[config.mk]
export PLATFORM = sky130hd
export DESIGN_NAME = apply_sign_serial
export DESIGN_NICKNAME = d
export VERILOG_FILES = /design/src/rtl/apply_sign_defs.sv /design/src/rtl/serial_neg_bit.sv /design/src/rtl/apply_sign_serial.sv
export SDC_FILE = /design/constraint.sdc
export NUM_CORES = 1
export LEC_CHECK = 0
export CAP_MARGIN = 15
export CORE_MARGIN = 2
export CORE_UTILIZATION = 35
export CTS_CLUSTER_DIAMETER = 120
export DETAILED_ROUTE_END_ITERATION = 12
export DONT_BUFFER_PORTS = 1
export GPL_ROUTABILITY_DRIVEN = 1
export PLACE_DENSITY = 0.56
export SYNTH_ARGS = -nofsm -noshare
export SYNTH_HDL_FRONTEND = slang
export SYNTH_SLANG_ARGS = --single-unit
[constraint.sdc]
create_clock -name clk -period 3.32 [get_ports clk]
set_clock_uncertainty 0.15 [all_clocks]
set_input_delay 0.83 -clock clk [delete_from_list [all_inputs] [get_ports clk]]
set_output_delay 0.83 -clock clk [all_outputs]
set_load 0.01 [all_outputs]
[src/rtl/apply_sign_defs.sv]
// Shared definitions for the serial sign-application block: state encodings
// and the default data width.
package apply_sign_defs;

  localparam int DEFAULT_WIDTH = 8;

  typedef enum logic [1:0] {
    ST_IDLE  = 2'd0,
    ST_SHIFT = 2'd1,
    ST_DONE  = 2'd2
  } state_e;

endpackage

[src/rtl/serial_neg_bit.sv]
// One bit of LSB-first two's-complement negation: bits are copied up to and
// including the first 1, and every bit after it is inverted.
module serial_neg_bit (
  input  logic in_bit,
  input  logic neg,
  input  logic seen_one,
  output logic out_bit,
  output logic seen_one_next
);

  assign out_bit       = in_bit ^ (neg & seen_one);
  assign seen_one_next = seen_one | in_bit;

endmodule

[src/rtl/apply_sign_serial.sv]
// Restores a sign onto an unsigned magnitude, one bit per clock LSB-first,
// producing a two's-complement result plus an overflow flag.
module apply_sign_serial
  import apply_sign_defs::*;
#(
  parameter int width = DEFAULT_WIDTH
) (
  input  logic                    clk,
  input  logic                    rst_n,
  input  logic                    start,
  input  logic [width-1:0]        mag,
  input  logic                    is_negative,
  output logic                    busy,
  output logic                    done,
  output logic signed [width-1:0] num_signed,
  output logic                    overflow
);

  // One extra counter bit so the increment past width-1 never wraps.
  localparam int CW = $clog2(width) + 1;
  localparam logic [CW-1:0] LAST_BIT = CW'(width - 1);

  state_e           state_q, state_d;
  logic [width-1:0] shift_q, shift_d;
  logic [width-1:0] mag_q,   mag_d;
  logic [width-1:0] acc_q,   acc_d;
  logic [width-1:0] num_q,   num_d;
  logic [CW-1:0]    cnt_q,   cnt_d;
  logic             sign_q,  sign_d;
  logic             seen_q,  seen_d;
  logic             ovf_q,   ovf_d;

  logic cell_out;
  logic cell_seen;
  logic ovf_calc;

  serial_neg_bit u_cell (
    .in_bit        (shift_q[0]),
    .neg           (sign_q),
    .seen_one      (seen_q),
    .out_bit       (cell_out),
    .seen_one_next (cell_seen)
  );

  // Positive values need a clear MSB; negatives may reach exactly -2**(width-1).
  assign ovf_calc = sign_q ? (mag_q[width-1] & (|mag_q[width-2:0]))
                           : mag_q[width-1];

  always_comb begin
    state_d = state_q;
    shift_d = shift_q;
    mag_d   = mag_q;
    acc_d   = acc_q;
    num_d   = num_q;
    cnt_d   = cnt_q;
    sign_d  = sign_q;
    seen_d  = seen_q;
    ovf_d   = ovf_q;
    unique case (state_q)
      ST_IDLE: begin
        if (start) begin
          state_d = ST_SHIFT;
          shift_d = mag;
          mag_d   = mag;
          sign_d  = is_negative;
          seen_d  = 1'b0;
          cnt_d   = '0;
          acc_d   = '0;
        end
      end
      ST_SHIFT: begin
        shift_d = shift_q >> 1;
        seen_d  = cell_seen;
        acc_d   = {cell_out, acc_q[width-1:1]};
        cnt_d   = cnt_q + 1'b1;
        // The port only changes here, so partial results never leak out.
        if (cnt_q == LAST_BIT) begin
          state_d = ST_DONE;
          num_d   = {cell_out, acc_q[width-1:1]};
          ovf_d   = ovf_calc;
        end
      end
      ST_DONE: begin
        state_d = ST_IDLE;
      end
      default: begin
        state_d = ST_IDLE;
      end
    endcase
  end

  always_ff @(posedge clk) begin
    if (!rst_n) begin
      state_q <= ST_IDLE;
      shift_q <= '0;
      mag_q   <= '0;
      acc_q   <= '0;
      num_q   <= '0;
      cnt_q   <= '0;
      sign_q  <= 1'b0;
      seen_q  <= 1'b0;
      ovf_q   <= 1'b0;
    end else begin
      state_q <= state_d;
      shift_q <= shift_d;
      mag_q   <= mag_d;
      acc_q   <= acc_d;
      num_q   <= num_d;
      cnt_q   <= cnt_d;
      sign_q  <= sign_d;
      seen_q  <= seen_d;
      ovf_q   <= ovf_d;
    end
  end

  assign busy       = (state_q == ST_SHIFT);
  assign done       = (state_q == ST_DONE);
  assign num_signed = num_q;
  assign overflow   = ovf_q;

endmodule

==> run summary <==
The worst flop-to-flop path startpoint is state_q[1]. The first detailed-routing pass ran for 4 iterations. In this run the vertical extent of the chip is 72.20 um. Total number of clock tree sinks: 40. The logs give 24 for the number of core rows and 730.7 um^2 for the combined area of the multi-input logic cells. For the number of design-rule violations left by the first detailed-router iteration, the log shows 49. At the worst endpoint, the required time is 2.34 ns. Of the post-synthesis cell area, the part taken by muxes is 1.230%.

The reported leakage power was 0.6309 nW; the post-route DRC violation count was 0. Initial antenna violation count: 0. The worst path uses 82.68% of the clock period. Counting I/O delays and the setup requirement, the final critical path takes 2.745 ns. The run gives 800.8 um^2 as the register cell area after layout. The global-route wire length before repair is 5885 um, and the final routed wirelength across all metal layers is 3577 um. Setup violations remaining at the end of the flow were counted as 0. Based on the critical path, the design can be clocked at up to 364.3 MHz. On the critical path the largest part of the delay comes from simple AND/OR/NAND/NOR gates.

The routed layout has 1,233 vias. The most area-hungry cell type in the Yosys netlist is sky130_fd_sc_hd__dfxtp_1. The post-route netlist has 7.429% of its cells at a drive strength greater than 1.

The number of flops mapped to enable cells by yosys was 0. The tools report the startpoint type of the worst setup path as a flip-flop. The worst setup path is of the flip-flop to output pin kind. For the post-route cell area, the log shows 0.001723 mm^2. For the total power after layout, the log shows 0.9824 mW. The average footprint of a synthesized cell was 9.043 um^2. The final-report max-slew violation count is 0, and the count of nets after finishing is 187. For the number of nets with antenna violations after routing, the log shows 0. In this run the most critical hold path is launched from mag_q[2]. After synthesis the netlist holds a flip-flop and latch count of 40. The logs give 14.48% for the global-route usage over all layers and 5 for the number of buffers created by CTS. The fraction of the mapped netlist area in compound gates is 22.52%, and the cell total after placement is 219. Summing every instance area after synthesis gives 0.001628 mm^2.

The count of cells in the finished layout, fillers not included, comes to 227. TritonCTS built the clock tree. The tools report the largest net degree at the start of global routing as 22.

The tools report the count of mapped cells out of synthesis as 180. Of all nets on the critical path, the largest fanout is 16. Counting along the longest clock path gives a buffer depth of 2. At the worst endpoint, the arrival time is 1.76 ns.

After synthesis, the share of flip-flops with an asynchronous set or reset is 0%. The critical path goes through nand2b_1 -> inv_1. Area overhead of the layout relative to synthesis: 5.842%. The number of antenna diodes in the final layout is 0. After clock tree synthesis, the clock-pin slew on the worst setup and hold paths is 0.07 ns. Total grt overflow: 0. The number of cells on the worst hold path is 2. Sequential cells were found to cover 49.19% of the synthesized design area. The initial core utilization was 36.88%. In the routed layout, each cell is associated on average with a via count of 5.432. Clock latency on the worst-skew pair, taken at its later pin, is 0.29 ns.

The largest single stage delay on the critical path is 0.54 ns. Summing the areas of all xor and xnor instances in the mapped netlist gives 0.5380% of the synthesized area. IR analysis of the VDD net gives a maximum drop of 238.3 uV.

The run finished with clean final reports. Summing all placed instances gives a cell area of 0.001612 mm^2. The class of the tightest hold or removal check is flip-flop to flip-flop.

The clock root buffer master was sky130_fd_sc_hd__clkbuf_8. Port buffering added 0 buffers. The synthesized netlist devotes 0.7686% of its cell area to adder and majority cells. For the pin with the worst max-slew slack, the measured transition is 0.7766 ns.

Setup slack on the worst reg-to-reg path comes out at 1.23 ns. The number of cells upsized or downsized after cts was 0; the die span in x was 72.20 um. The slowest stage of the critical path belongs to the cell sky130_fd_sc_hd__nand2b_1. After clock tree synthesis, the flow added hold-fix buffers numbering 0. In this run the post-CTS setup repair buffer count came out at 0. The number of nets handed over by synthesis was 193.

The run gives 0 as the count of synthesis-stage warnings from yosys. The number of hold-slack violations in the final timing report came out at 0. Adding up every negative setup slack in the final design gives 0 ns. Setup repair after global routing left no endpoint under its margin. The total of fill cells in the finished design is 440.

The logic depth of the worst register-to-register path works out to 4. The die covers 0.005212 mm^2. The tools report the sort of element at the end of the critical path as an output pin. The hold-critical path endpoint is mag_q[2].

Of the total synthesized cell area, the portion taken by AND, OR, NAND and NOR gates is 19.83%. The run gives 2477 um as the post-DP HPWL. The fraction of the core area covered by cells at the end of the flow was 39.03%. The buffers plus inverters on the worst setup path is 1.

In this run the power density over the cells is 570.2 mW/mm^2. The total area inside the core boundary comes to 0.004414 mm^2. In this run the critical register-to-register path is captured at cnt_q[3]. In this run, distinct cell masters in the synthesized netlist total 36. Headroom to the max-slew limit came out at 48.00%. Dominant combinational cell family by area after synthesis: compound AO/OA/AOI/OAI gates. In the post-synthesis netlist, the biggest area contributors are sky130_fd_sc_hd__dfxtp_1 (49%), sky130_fd_sc_hd__a21oi_1 (7.4%), sky130_fd_sc_hd__nand2_1 (6.0%).

In the synthesized netlist the dominant register cell turns out to be sky130_fd_sc_hd__dfxtp_1. The share of synthesized area in the top cell type comes to 49.19%. The tools report the total of max-cap violations as 0. The number of global-route vias before repair is 1,230.

The deepest level of the CTS H-tree is 2, and the number of top-level design ports is 23. At the end of routability-driven placement, the weighted congestion stood at 0.7508. In the final routed layout, each cell accounts on average for 15.76 um.
[placed cells by master, fill, tap and decap left out, types with 2 or more instances in the layout]
master                      n
sky130_fd_sc_hd__a21oi_1   24
sky130_fd_sc_hd__a22o_1    11
sky130_fd_sc_hd__clkbuf_8   5
sky130_fd_sc_hd__dfxtp_1   40
sky130_fd_sc_hd__inv_1      4
sky130_fd_sc_hd__mux2i_1    2
sky130_fd_sc_hd__nand2_1   26
sky130_fd_sc_hd__nand2b_1   2
sky130_fd_sc_hd__nand3_1    7
sky130_fd_sc_hd__nand4_1    2
sky130_fd_sc_hd__nor2_1     4
sky130_fd_sc_hd__nor2b_1    2
sky130_fd_sc_hd__nor3_1     2
sky130_fd_sc_hd__o21ai_0   15
sky130_fd_sc_hd__o221ai_1   5
sky130_fd_sc_hd__or3b_1     4
sky130_fd_sc_hd__or3b_2     2
[final cells by class]
type                    instances  share of cell area (%)
inverters                       4                  0.8715
well taps                      52                   3.776
clock buffers                   5                   3.994
clock inverters                 3                   2.469
multi-input cells             123                   42.41
flip-flops and latches         40                   46.48
[tightest hold or removal path, delay by kind of cell, from the launching register on]
family	cells	cell delay, ns
compound gates	1	0.05
flops	1	0.32
simple gates	1	0.05
[how the worst max path moves through the flow]
stage                     startpoint  endpoint  slack (ns)  cells past startpoint
after floorplan           state_q[1]      busy        1.55                      4
after global placement    state_q[1]      busy        0.99                      2
after detailed placement  state_q[1]      busy        0.90                      2
after CTS                 state_q[1]      busy        0.58                      2
after global routing      state_q[1]      busy        0.41                      2
final                     state_q[1]      busy        0.58                      2
[report_power, final]
group	leakage (nW)	internal, mW	switching [mW]	total [mW]
combinational	0.251	0.0269	0.0484	0.0754
sequential	0.326	0.501	0.0172	0.518
clock	0.0541	0.222	0.167	0.389
total	0.631	0.750	0.232	0.982
[metal layers]
metal,vias up,routed length [um],GRT usage (%)
li1,631,-,-
met2,29,1669,23.85
met1,568,1659,17.92
met5,-,0,0
met4,0,38,5.031
met3,5,210,4.444
[kinds of logic after synthesis]
group | Yosys count
compound gates | 59
simple gates | 60
mux | 2
fa+ha+maj | 1
xor+xnor | 1
flops | 40
buf+inv | 17
[state kept, by name, indices dropped and copies added (netlist names)]
register / flops
seen_q: 1
shift_q: 8
state_q: 2
mag_q: 8
acc_q: 7
cnt_q: 4
overflow: 1
sign_q: 1
num_signed: 8
[through the flow]
step / worst slack (ns) / hold slack, ns
floorplan: 1.552 / 0.2823
global placement: 0.9944 / 0.2955
detailed placement: 0.9019 / 0.3009
CTS: 0.5801 / 0.3114
global route: 0.4097 / 0.3289
finish: 0.5751 / 0.3096
[cells in the mapped netlist (4+ instances only)]
master and instances:
sky130_fd_sc_hd__a21oi_1 24, sky130_fd_sc_hd__a22o_1 11, sky130_fd_sc_hd__buf_2 7, sky130_fd_sc_hd__dfxtp_1 40, sky130_fd_sc_hd__inv_1 4, sky130_fd_sc_hd__nand2_1 26, sky130_fd_sc_hd__nand3_1 7, sky130_fd_sc_hd__nor2_1 4
sky130_fd_sc_hd__o21ai_0 15, sky130_fd_sc_hd__o221ai_1 5, sky130_fd_sc_hd__or3b_1 4
No activity file was read; power rests on OpenSTA's default activity.
